File: config.mk
export PLATFORM = sky130hd
export DESIGN_NAME = pipe_game_scheduler
export DESIGN_NICKNAME = d
export VERILOG_FILES = /design/src/rtl/flappy_pkg.sv /design/src/rtl/bcd_counter4.sv /design/src/rtl/pipe_game_scheduler.sv
export SDC_FILE = /design/constraint.sdc
export NUM_CORES = 1
export LEC_CHECK = 0
export ABC_AREA = 1
export BUFFER_PORTS_ARGS = -buffer_cell sky130_fd_sc_hd__buf_2
export CAP_MARGIN = 25
export CORE_ASPECT_RATIO = 1.2
export CORE_UTILIZATION = 44
export CTS_CLUSTER_DIAMETER = 120
export DETAILED_ROUTE_END_ITERATION = 6
export PLACE_DENSITY = 0.63
export SYNTH_ARGS = -nofsm -noshare
export SYNTH_HDL_FRONTEND = slang
export SYNTH_SLANG_ARGS = --single-unit
export TNS_END_PERCENT = 100
File: constraint.sdc
create_clock -name Clk -period 2.75 [get_ports Clk]
set_input_delay 0.275 -clock Clk [delete_from_list [all_inputs] [get_ports Clk]]
set_output_delay 0.275 -clock Clk [all_outputs]
set_load 0.1 [all_outputs]
File: src/rtl/flappy_pkg.sv
// Shared constants, state encoding and pipe geometry helpers for the pipe game controller.
package flappy_pkg;

    localparam int NUM_PIPES     = 2;
    localparam int PIPE_W        = 50;
    localparam int GAP_H         = 120;
    localparam int SPACING       = 320;
    localparam int SCREEN_W      = 640;
    localparam int SCREEN_H      = 480;
    localparam int SPEED         = 2;
    localparam int GAP_MIN       = 60;
    localparam int GAP_MAX       = 300;
    localparam int LIVES_INIT    = 3;
    localparam int INVULN_FRAMES = 60;

    typedef enum logic [1:0] {
        GS_IDLE = 2'd0,
        GS_PLAY = 2'd1,
        GS_HIT  = 2'd2,
        GS_OVER = 2'd3
    } game_state_t;

    localparam logic [15:0] LFSR_SEED = 16'hACE1;
    // Taps 16,14,13,11 of a left-shifting Fibonacci register.
    localparam logic [15:0] LFSR_TAPS = 16'hB400;

    function automatic logic [10:0] pipe_x_init(input int idx);
        return 11'(SCREEN_W + idx * SPACING);
    endfunction

    function automatic logic pipe_col_overlap(
        input logic [10:0] ball_x,
        input logic [10:0] ball_sz,
        input logic [10:0] pipe_x
    );
        return (ball_x < (pipe_x + 11'(PIPE_W))) && ((ball_x + ball_sz) > pipe_x);
    endfunction

endpackage

File: src/rtl/bcd_counter4.sv
// Four-digit BCD up-counter that sticks at 9999; clear acts as a synchronous restart.
module bcd_counter4 (
    input  logic        Clk,
    input  logic        Reset_n,
    input  logic        clear,
    input  logic        inc,
    output logic [15:0] count
);

    logic [15:0] r_count;
    logic [15:0] w_count_inc;
    logic        w_carry;

    // Ripple the +1 through the digits unless already saturated.
    always_comb begin
        w_count_inc = r_count;
        w_carry     = 1'b1;
        if (r_count == 16'h9999) begin
            w_count_inc = r_count;
        end else begin
            for (int d = 0; d < 4; d++) begin
                if (w_carry) begin
                    if (r_count[4*d +: 4] >= 4'd9) begin
                        w_count_inc[4*d +: 4] = 4'd0;
                    end else begin
                        w_count_inc[4*d +: 4] = r_count[4*d +: 4] + 4'd1;
                        w_carry               = 1'b0;
                    end
                end else begin
                    w_count_inc[4*d +: 4] = r_count[4*d +: 4];
                end
            end
        end
    end

    // Count register.
    always_ff @(posedge Clk or negedge Reset_n) begin
        if (!Reset_n) begin
            r_count <= 16'h0000;
        end else if (clear) begin
            r_count <= 16'h0000;
        end else if (inc) begin
            r_count <= w_count_inc;
        end else begin
            r_count <= r_count;
        end
    end

    assign count = r_count;

endmodule

File: src/rtl/pipe_game_scheduler.sv
// Per-frame game controller: pipe scrolling/respawn, collision, lives and BCD score.
module pipe_game_scheduler
    import flappy_pkg::*;
(
    input  logic                    Clk,
    input  logic                    Reset_n,
    input  logic                    frame_clk,
    input  logic                    Start,
    input  logic [9:0]              BallX,
    input  logic [9:0]              BallY,
    input  logic [9:0]              Ball_size,
    output logic [NUM_PIPES*11-1:0] Pipe_X,
    output logic [NUM_PIPES*10-1:0] Gap_Y,
    output logic [15:0]             Score_BCD,
    output logic [1:0]              Lives,
    output logic [1:0]              Game_State,
    output logic                    Invuln,
    output logic                    Score_pulse,
    output logic                    Hit_pulse
);

    localparam logic [1:0]  S_IDLE      = GS_IDLE;
    localparam logic [1:0]  S_PLAY      = GS_PLAY;
    localparam logic [1:0]  S_HIT       = GS_HIT;
    localparam logic [1:0]  S_OVER      = GS_OVER;
    localparam logic [10:0] SPEED_X     = 11'(SPEED);
    localparam logic [10:0] RESPAWN_ADD = 11'(NUM_PIPES * SPACING - SPEED);
    localparam logic [10:0] PIPE_W_X    = 11'(PIPE_W);
    localparam logic [10:0] GAP_H_X     = 11'(GAP_H);
    localparam logic [10:0] SCREEN_H_X  = 11'(SCREEN_H);
    localparam logic [9:0]  GAP_MIN_G   = 10'(GAP_MIN);
    localparam logic [9:0]  GAP_MAX_G   = 10'(GAP_MAX);
    localparam logic [9:0]  GAP_RESET   = 10'd180;
    localparam logic [1:0]  LIVES_RST   = 2'(LIVES_INIT);
    localparam logic [5:0]  INVULN_LOAD = 6'(INVULN_FRAMES);

    logic                           r_fsync1, r_fsync2, r_fprev;
    logic                           w_tick;
    logic [15:0]                    r_lfsr, w_lfsr_shift, w_lfsr_next;
    logic [NUM_PIPES-1:0][10:0]     r_pipe_x, w_pipe_x_next;
    logic [NUM_PIPES-1:0][9:0]      r_gap_y, w_gap_y_next;
    logic [NUM_PIPES-1:0]           r_passed, w_passed_next, w_pipe_score, w_pipe_col;
    logic [1:0]                     r_state, w_state_next, r_lives, w_lives_next;
    logic [5:0]                     r_inv_cnt, w_inv_cnt_next;
    logic                           r_invuln, r_score_pulse, r_hit_pulse;
    logic                           w_start, w_run, w_floor, w_any_hit, w_any_score;
    logic [10:0]                    w_ball_x, w_ball_y, w_ball_sz, w_ball_bot;
    logic [9:0]                     w_gap_raw, w_gap_rand;
    logic [15:0]                    w_score_bcd;

    assign w_tick       = r_fsync2 & ~r_fprev;
    assign w_lfsr_shift = {r_lfsr[14:0], ^(r_lfsr & LFSR_TAPS)};
    assign w_lfsr_next  = (w_lfsr_shift == 16'h0000) ? LFSR_SEED : w_lfsr_shift;
    assign w_ball_x     = {1'b0, BallX};
    assign w_ball_y     = {1'b0, BallY};
    assign w_ball_sz    = {1'b0, Ball_size};
    assign w_ball_bot   = w_ball_y + w_ball_sz;
    assign w_gap_raw    = GAP_MIN_G + {2'b00, r_lfsr[7:0]};
    assign w_gap_rand   = (w_gap_raw > GAP_MAX_G) ? (w_gap_raw - 10'd128) : w_gap_raw;
    assign w_start      = Start & ((r_state == S_IDLE) | (r_state == S_OVER));
    assign w_run        = w_tick & ((r_state == S_PLAY) | (r_state == S_HIT));
    assign w_floor      = (w_ball_bot >= SCREEN_H_X);
    assign w_any_hit    = w_tick & (r_state == S_PLAY) & ((|w_pipe_col) | w_floor);
    assign w_any_score  = |w_pipe_score;

    // Per-pipe move/respawn, scoring and collision, all judged on pre-move values.
    always_comb begin
        w_pipe_x_next = r_pipe_x;
        w_gap_y_next  = r_gap_y;
        w_passed_next = r_passed;
        w_pipe_score  = '0;
        w_pipe_col    = '0;
        for (int i = 0; i < NUM_PIPES; i++) begin
            if (w_start) begin
                w_pipe_x_next[i] = pipe_x_init(i);
                w_gap_y_next[i]  = GAP_RESET;
                w_passed_next[i] = 1'b0;
            end else if (w_run) begin
                if (!r_passed[i] && ((r_pipe_x[i] + PIPE_W_X) < w_ball_x)) begin
                    w_passed_next[i] = 1'b1;
                    w_pipe_score[i]  = 1'b1;
                end else begin
                    w_passed_next[i] = r_passed[i];
                end
                // A respawning pipe is a fresh column, so its passed flag restarts.
                if (r_pipe_x[i] >= SPEED_X) begin
                    w_pipe_x_next[i] = r_pipe_x[i] - SPEED_X;
                end else begin
                    w_pipe_x_next[i] = r_pipe_x[i] + RESPAWN_ADD;
                    w_gap_y_next[i]  = w_gap_rand;
                    w_passed_next[i] = 1'b0;
                end
                w_pipe_col[i] = pipe_col_overlap(w_ball_x, w_ball_sz, r_pipe_x[i]) &&
                                ((w_ball_y < {1'b0, r_gap_y[i]}) ||
                                 (w_ball_bot > ({1'b0, r_gap_y[i]} + GAP_H_X)));
            end else begin
                w_pipe_x_next[i] = r_pipe_x[i];
            end
        end
    end

    // Game state machine, lives and invulnerability countdown.
    always_comb begin
        w_state_next   = r_state;
        w_lives_next   = r_lives;
        w_inv_cnt_next = r_inv_cnt;
        case (r_state)
            S_IDLE, S_OVER: begin
                if (Start) begin
                    w_state_next = S_PLAY;
                    w_lives_next = LIVES_RST;
                end else begin
                    w_state_next = r_state;
                end
            end
            S_PLAY: begin
                if (w_any_hit) begin
                    if (r_lives <= 2'd1) begin
                        w_lives_next = 2'd0;
                        w_state_next = S_OVER;
                    end else begin
                        w_lives_next   = r_lives - 2'd1;
                        w_state_next   = S_HIT;
                        w_inv_cnt_next = INVULN_LOAD;
                    end
                end else begin
                    w_state_next = S_PLAY;
                end
            end
            S_HIT: begin
                if (w_tick) begin
                    if (r_inv_cnt <= 6'd1) begin
                        w_inv_cnt_next = 6'd0;
                        w_state_next   = S_PLAY;
                    end else begin
                        w_inv_cnt_next = r_inv_cnt - 6'd1;
                    end
                end else begin
                    w_inv_cnt_next = r_inv_cnt;
                end
            end
            default: begin
                w_state_next = S_IDLE;
            end
        endcase
    end

    // Frame-edge synchronizer and free-running LFSR.
    always_ff @(posedge Clk or negedge Reset_n) begin
        if (!Reset_n) begin
            r_fsync1 <= 1'b0;
            r_fsync2 <= 1'b0;
            r_fprev  <= 1'b0;
            r_lfsr   <= LFSR_SEED;
        end else begin
            r_fsync1 <= frame_clk;
            r_fsync2 <= r_fsync1;
            r_fprev  <= r_fsync2;
            r_lfsr   <= w_lfsr_next;
        end
    end

    // Game registers and one-cycle event pulses.
    always_ff @(posedge Clk or negedge Reset_n) begin
        if (!Reset_n) begin
            for (int i = 0; i < NUM_PIPES; i++) begin
                r_pipe_x[i] <= pipe_x_init(i);
                r_gap_y[i]  <= GAP_RESET;
            end
            r_passed      <= '0;
            r_state       <= S_IDLE;
            r_lives       <= LIVES_RST;
            r_inv_cnt     <= 6'd0;
            r_invuln      <= 1'b0;
            r_score_pulse <= 1'b0;
            r_hit_pulse   <= 1'b0;
        end else begin
            r_pipe_x      <= w_pipe_x_next;
            r_gap_y       <= w_gap_y_next;
            r_passed      <= w_passed_next;
            r_state       <= w_state_next;
            r_lives       <= w_lives_next;
            r_inv_cnt     <= w_inv_cnt_next;
            r_invuln      <= (w_state_next == S_HIT);
            r_score_pulse <= w_any_score;
            r_hit_pulse   <= w_any_hit;
        end
    end

    bcd_counter4 u_score (
        .Clk     (Clk),
        .Reset_n (Reset_n),
        .clear   (w_start),
        .inc     (w_any_score),
        .count   (w_score_bcd)
    );

    assign Pipe_X      = r_pipe_x;
    assign Gap_Y       = r_gap_y;
    assign Score_BCD   = w_score_bcd;
    assign Lives       = r_lives;
    assign Game_State  = r_state;
    assign Invuln      = r_invuln;
    assign Score_pulse = r_score_pulse;
    assign Hit_pulse   = r_hit_pulse;

endmodule

# Yosys cells after proc, flatten, opt, wreduce, memory -nomap -nowiden
# Index checks and enable logic that the tools add are counted.
[totals]
in_bits = 34
wordCells = 179
regBits = 92
output_inout_bits = 65
[classes]
eq_ne = 14
bitwise = 9
n_addsub = 18
mux = 65
n_reduce_logical = 33
n_lt_le_gt_ge = 20
[op_table]
columns = ["cell", "count"]
rows = [
  ["10-bit 2-to-1 mux", 7],
  ["11-bit 2-to-1 mux", 6],
  ["16-bit 2-to-1 mux", 4],
  ["11-bit greater-than comparator", 4],
  ["4-bit 2-to-1 mux", 7],
  ["1-bit 2-to-1 mux", 27],
  ["6-bit 2-to-1 mux", 4],
  ["10-bit by 10-bit adder with 11-bit output", 2],
  ["10-bit by 7-bit adder with 11-bit output, second input constant", 2],
  ["11-bit by 10-bit adder with 11-bit output, second input constant", 2],
  ["11-bit by 6-bit adder with 11-bit output, second input constant", 2],
  ["11-bit by 2-bit greater-or-equal comparator with 1-bit output, second input constant", 2],
  ["10-bit by 11-bit < comparator with 1-bit output", 2],
  ["11-bit by 10-bit < comparator with 1-bit output", 2],
  ["11-bit by 2-bit subtractor with 11-bit output, second input constant", 2],
  ["10-bit < comparator", 2],
  ["4-bit by 1-bit adder with 4-bit output, second input constant", 4],
  ["16-bit equality test, second input constant", 1],
  ["4-bit greater-or-equal comparator, second input constant", 4],
  ["16-bit zero test", 1],
  ["16-bit parity", 1],
  ["2-bit 2-to-1 mux", 7],
  ["2-bit nonzero test", 7],
  ["6-bit one-hot mux with 2 select lines", 1],
  ["26 further kinds", 56],
]

# Longest topological paths before layout
[logic_depth]
depth_word = 12
ltp_mapped = 27
mapped_depth_nobuf = 27

# Modules after synthesis
# A second synthesis with hierarchy kept.
[unflattened]
cells_unflattened = 1054
hier_area_um2 = 7882.6
[by_module_without_submodules]
columns = ["module", "cells_each", "area_per_inst_um2", "seq_area_each_um2", "n_inst"]
rows = [
  ["pipe_game_scheduler", 891, 6703.9, 1881.8, 1],
  ["bcd_counter4", 163, 1178.6, 400.4, 1],
]

# Worst setup path after synthesis
# No wires, ideal clock.
[synth_timing]
kind = "input -> register"
start = "in BallX[0]"
end = "reg r_inv_cnt[0]"
arrival_ns = 3.290
required_ns = 2.685
setup_time_ns = 0.065
setup_slack_ns = -0.605
path_stages = 26
cell_sequence = "ha_1 -> fa_1 -> nand3_1 -> nand2_1 -> nand2_1 -> nand2_1 -> a21oi_1 -> o21ai_0 -> a21oi_1 -> inv_1 -> a21oi_1 -> o21bai_1 -> ha_1 -> nand2_1 -> nor2_1 -> nand4_1 -> a32o_1 -> a21oi_1 -> nand3_1 -> nand3_1 -> nand2_1 -> inv_2 -> nand2_4 -> nand2_4 -> nand2_1 -> nand2_1"
[synth_between]
elab_chain_cells = 11
word_cells_on_any_way = 18
[synth_rtl]
columns = ["item", "line", "rtl"]
rows = [
  ["from (decl)", "pipe_game_scheduler.sv:9", "input logic [9:0] BallX,"],
  ["10-bit by 10-bit adder with 11-bit output", "flappy_pkg.sv:36", "return (ball_x < (pipe_x + 11'(PIPE_W))) && ((ball_x + ball_sz) > pipe_x);"],
  ["11-bit greater-than comparator", "flappy_pkg.sv:36", ""],
  ["1-bit logical AND", "flappy_pkg.sv:36", ""],
  ["1-bit logical AND", "pipe_game_scheduler.sv:93", "w_pipe_col[i] = pipe_col_overlap(w_ball_x, w_ball_sz, r_pipe_x[i]) &&"],
  ["1-bit 2-to-1 mux", "pipe_game_scheduler.sv:78", "end else if (w_run) begin"],
  ["1-bit 2-to-1 mux", "pipe_game_scheduler.sv:74", "if (w_start) begin"],
  ["2-bit OR reduction *", "pipe_game_scheduler.sv:63", "assign w_any_hit = w_tick & (r_state == S_PLAY) & ((|w_pipe_col) | w_floor);"],
  ["1-bit OR *", "pipe_game_scheduler.sv:63", ""],
  ["1-bit AND *", "pipe_game_scheduler.sv:63", ""],
  ["named net w_any_hit", "pipe_game_scheduler.sv:46", "logic w_start, w_run, w_floor, w_any_hit, w_any_score;"],
  ["2-bit != test (no line) *", "-", ""],
  ["4-bit AND reduction (no line) *", "-", ""],
  ["to (signal assigned)", "pipe_game_scheduler.sv:183", "r_inv_cnt <= w_inv_cnt_next;"],
  ["to (decl)", "pipe_game_scheduler.sv:44", "logic [5:0] r_inv_cnt, w_inv_cnt_next;"],
]
# The timed path passes the listed nets; every way through them passes the cells marked *.
# A chain may end at the register's enable or synchronous reset.

# Worst setup path after layout
[layout_timing]
start = "in Ball_size[0]"
end = "reg r_inv_cnt[1]"
[layout_between]
elab_chain_cells = 11
word_cells_on_any_way = 22
[layout_rtl]
columns = ["item", "line", "rtl"]
rows = [
  ["from (decl)", "pipe_game_scheduler.sv:11", "input logic [9:0] Ball_size,"],
  ["10-bit by 10-bit adder with 11-bit output, on equally long branches", "flappy_pkg.sv:36, pipe_game_scheduler.sv:57", ""],
  ["11-bit greater-than comparator, on equally long branches", "flappy_pkg.sv:36, pipe_game_scheduler.sv:95", ""],
  ["1-bit logical AND or 1-bit logical OR (tied branches)", "flappy_pkg.sv:36, pipe_game_scheduler.sv:94", ""],
  ["1-bit logical AND", "pipe_game_scheduler.sv:93", ""],
  ["1-bit 2-to-1 mux", "pipe_game_scheduler.sv:78", ""],
  ["1-bit 2-to-1 mux", "pipe_game_scheduler.sv:74", ""],
  ["2-bit OR reduction", "pipe_game_scheduler.sv:63", ""],
  ["1-bit OR *", "pipe_game_scheduler.sv:63", ""],
  ["1-bit AND *", "pipe_game_scheduler.sv:63", ""],
  ["named net w_any_hit", "pipe_game_scheduler.sv:46", ""],
  ["2-bit != test (no line) *", "-", ""],
  ["4-bit AND reduction (no line) *", "-", ""],
]
# Marked as above.

==> impl_metrics.py <==
metrics = {
    "status": {
        "status": "complete, but fails checks",
        "failed_checks": "negative setup slack",
    },
    "clock_network": {
        "cts_buffers": 9,
        "clk_path_buf_depth": 2,
        "cts-root-buf": "clkbuf_16",
        "clk_latency_ps": 350,
        "clock_sinks": 90,
        "htreeDepth": 3,
        "clkTransAtPathRegs_ps": 70,
        "tritoncts": "done",
    },
    "setup_path": {
        "cp-end-kind": "flip-flop",
        "required_ps": 2980,
        "start_kind": "primary input",
        "cp_num_buf_inv": 3,
        "worstPathMaxFanout": 7,
        "cp_top_family": "compound AO/OA/AOI/OAI gates",
        "max_stage_delay_ps": 350,
        "crit_arrival_ps": 3440,
        "worst-setup-path-type": "in -> reg",
        "path_common_cell": "nand2_1",
        "crit_slowest_cell": "fa_2",
    },
    "sta": {
        "fmax_mhz": 311,
        "skew_ps": 10.1,
        "fin_tns_setup_ps": -7590,
        "hold_ws_ps": 33.5,
        "finalHoldViolations": 0,
        "fin_crit_sh_pct": 117,
        "setup_violations": 28,
        "drv_slew": 0,
        "maxSlewHeadroom_pct": 61.1,
        "timing_worst_slew_pin_value_ps": 582,
        "rsz0062_at_grt": "true",
        "setup_ws_ps": -462,
        "period_minus_slack_ps": 3210,
    },
    "logic_synthesis": {
        "synthDistinctLibCells": 42,
        "synth_flop_cell": "dfrtp_1",
        "seq_area_frac_synth_pct": 29.3,
        "synth.area.top_cells": "dfrtp_1 (21%), ha_1 (20%), nand2_1 (12%)",
        "synth_most_common_cell": "nand2_1",
        "synth_edf_count": 0,
        "synth_seq_cells": 90,
        "synthesis.area_um2": 7790,
        "syn_avg_cell_area_um2": 7.38,
        "synthArstFlopShare_pct": 100,
        "synthTopCellsByCount": "nand2_1 (243), inv_1 (162), ha_1 (122), a21oi_1 (71), nand3_1 (69)",
        "syn_inst": 1055,
        "synth_top_area_share_pct": 21.2,
        "ys.warnings.count": 0,
        "synth_largest_area_cell": "dfrtp_1",
    },
    "floorplanning": {
        "die-area_um2": 18200,
        "core_area_um2": 17100,
        "row_count": 52,
        "pin_count": 99,
        "initial_core_util_pct": 45.5,
        "die_y_um": 148,
        "die_width_um": 123,
    },
    "drt": {
        "vias_per_cell": 5.03,
        "drt_wl_total_um": 21300,
        "dr.pass1.iters": 4,
        "vias": 7608,
        "post_drt_wl_per_cell_um": 14.0,
        "drt_iter0_markers": 353,
        "drcViolationCount": 0,
        "final_antenna_net_count": 0,
    },
    "global_route": {
        "antenna_found_initial": 0,
        "grt-ovfl-total": 0,
        "grt_pass1_vias": 7303,
        "gr-usage-all-layers_pct": 24.0,
        "grt_pass1_wl_um": 34300,
        "grt_start_max_net_pins": 53,
    },
    "placement": {
        "placedCellCount": 1480,
        "dpl_worst_slack_ps": -984,
        "gp_congestion": 0.861,
        "placed_area_um2": 9620,
        "numPortBuffers": 96,
        "hpwl_um": 17200,
    },
    "cells_and_area": {
        "n_antenna_cell": 0,
        "fillers": 1578,
        "fin_area_um2": 10300,
        "multiInputGateArea_um2": 5130,
        "seqCellArea_um2": 2340,
        "area_delta_synth_final_pct": 32.6,
        "drive_gt1_share_pct": 29.2,
        "layoutNonFillerInstCount": 1513,
        "fin_util_pct": 60.4,
        "finalNetCount": 1450,
    },
    "hold_path": {
        "min_path_type": "in -> reg",
    },
    "power_and_ir_drop": {
        "p_leak_nw": 5.44,
        "peakVddDrop_mv": 0.791,
        "p_total_mw": 11.8,
        "p_per_area_nw_per_um2": 1140,
    },
    "job": {
        "drv_cap": 0,
    },
}
## layout by cell type (no fill, tap or decap), types with 3 or more instances in the layout
master / n
nand2_4: 4
buf_4: 140
o211ai_1: 6
dfstp_4: 4
xor2_1: 27
nand2_2: 19
nand3_2: 4
nor2_4: 6
ha_1: 118
dfstp_2: 20
a21o_1: 3
nand4_1: 21
a21oi_2: 10
a21boi_0: 3
dfrtp_1: 53
o21ai_0: 48
nor4_1: 7
nand3_1: 63
or2_2: 4
nor2_1: 60
dfrtp_4: 11
a31oi_1: 5
nand2_1: 225
clkbuf_16: 9
nor3_1: 18
xnor2_1: 10
inv_2: 7
buf_2: 93
ha_4: 4
inv_6: 3
nand3b_1: 3
a21oi_1: 62
o21ai_2: 9
o21ai_1: 11
buf_6: 6
inv_1: 157
o2111ai_1: 3
## per-layer routing
layer	global-route usage (%)	part of all wire [%]
met1	31.4	46
met2	41.3	49
met3	3.20	4.0
met4	6.08	1.5
met5	0	0
## sequential cells by signal, indices dropped and copies added (netlist names)
name / cells
Gap_Y: 20
Pipe_X: 20
r_lfsr: 16
u_score.count: 16
r_inv_cnt: 6
Game_State: 2
Lives: 2
r_passed: 2
Hit_pulse: 1
Invuln: 1
Score_pulse: 1
r_fprev: 1
r_fsync1: 1
r_fsync2: 1
## cells by family (layout without fill, tap and decap cells)
| family | after synthesis | in the layout | synth area share, % |
|---|---|---|---|
| fa+ha+maj | 124 | 124 | 20.1 |
| buf+inv | 183 | 424 | 8.98 |
| xor+xnor | 39 | 39 | 4.48 |
| flops | 90 | 90 | 29.3 |
| compound gates | 173 | 173 | 12.2 |
| simple gates | 445 | 445 | 24.8 |
| other cells | 1 | 2 | 0.0482 |
## worst reg2reg max path: stages, from the launching register on
cell and delay, ps:
dfrtp_4 490, nor2_4 190, nand2_4 80, xor2_2 140, ha_1 320, nand4_1 110
inv_2 80, o21ai_2 50, o211ai_1 80, a21oi_1 100, o21ai_2 220, nand4_1 150
a21oi_2 250, nand2_2 130, buf_6 150, nand2_8 70, buf_6 130, buf_12 90
o21ai_2 40
## path summary, 6_finish.rpt
| path | from | end | slack [ps] | cells after the start |
|---|---|---|---|---|
| max | Ball_size[0] | r_inv_cnt[1] | -460 | 27 |
| min | frame_clk | r_fsync1 | 30 | 1 |
| max in group asynchronous | Reset_n | r_lfsr[5] | 1580 | 3 |
| max reg2reg | Pipe_X[16] | u_score.count[0] | -240 | 18 |
| min in group asynchronous | Reset_n | u_score.count[15] | 460 | 2 |
| min reg2reg | r_fsync1 | r_fsync2 | 350 | 0 |
## cell type report
type	instances	area share, %
clock buffers	10	2.31
clock inverters	6	0.703
inverters	165	6.02
multi-input cells	783	49.7
flip-flops and latches	90	22.7
well taps	216	2.62
repair buffers	243	16.0
## report_power, final
group	switching (mW)	internal [mW]	total, mW
clock	0.546	0.741	1.29
combinational	5.58	2.58	8.16
sequential	0.481	1.84	2.32
## timing repair
action / 4_1_cts / 5_1_grt
resized for setup: 46 / 30
endpoints found under the setup margin: 28 / 28
hold buffers: 1 / 0
hold endpoints to repair: 33 / 0
pin swaps: 48 / 26
setup buffers: 10 / 6
Note: power is estimated with default switching activity, not from simulation.
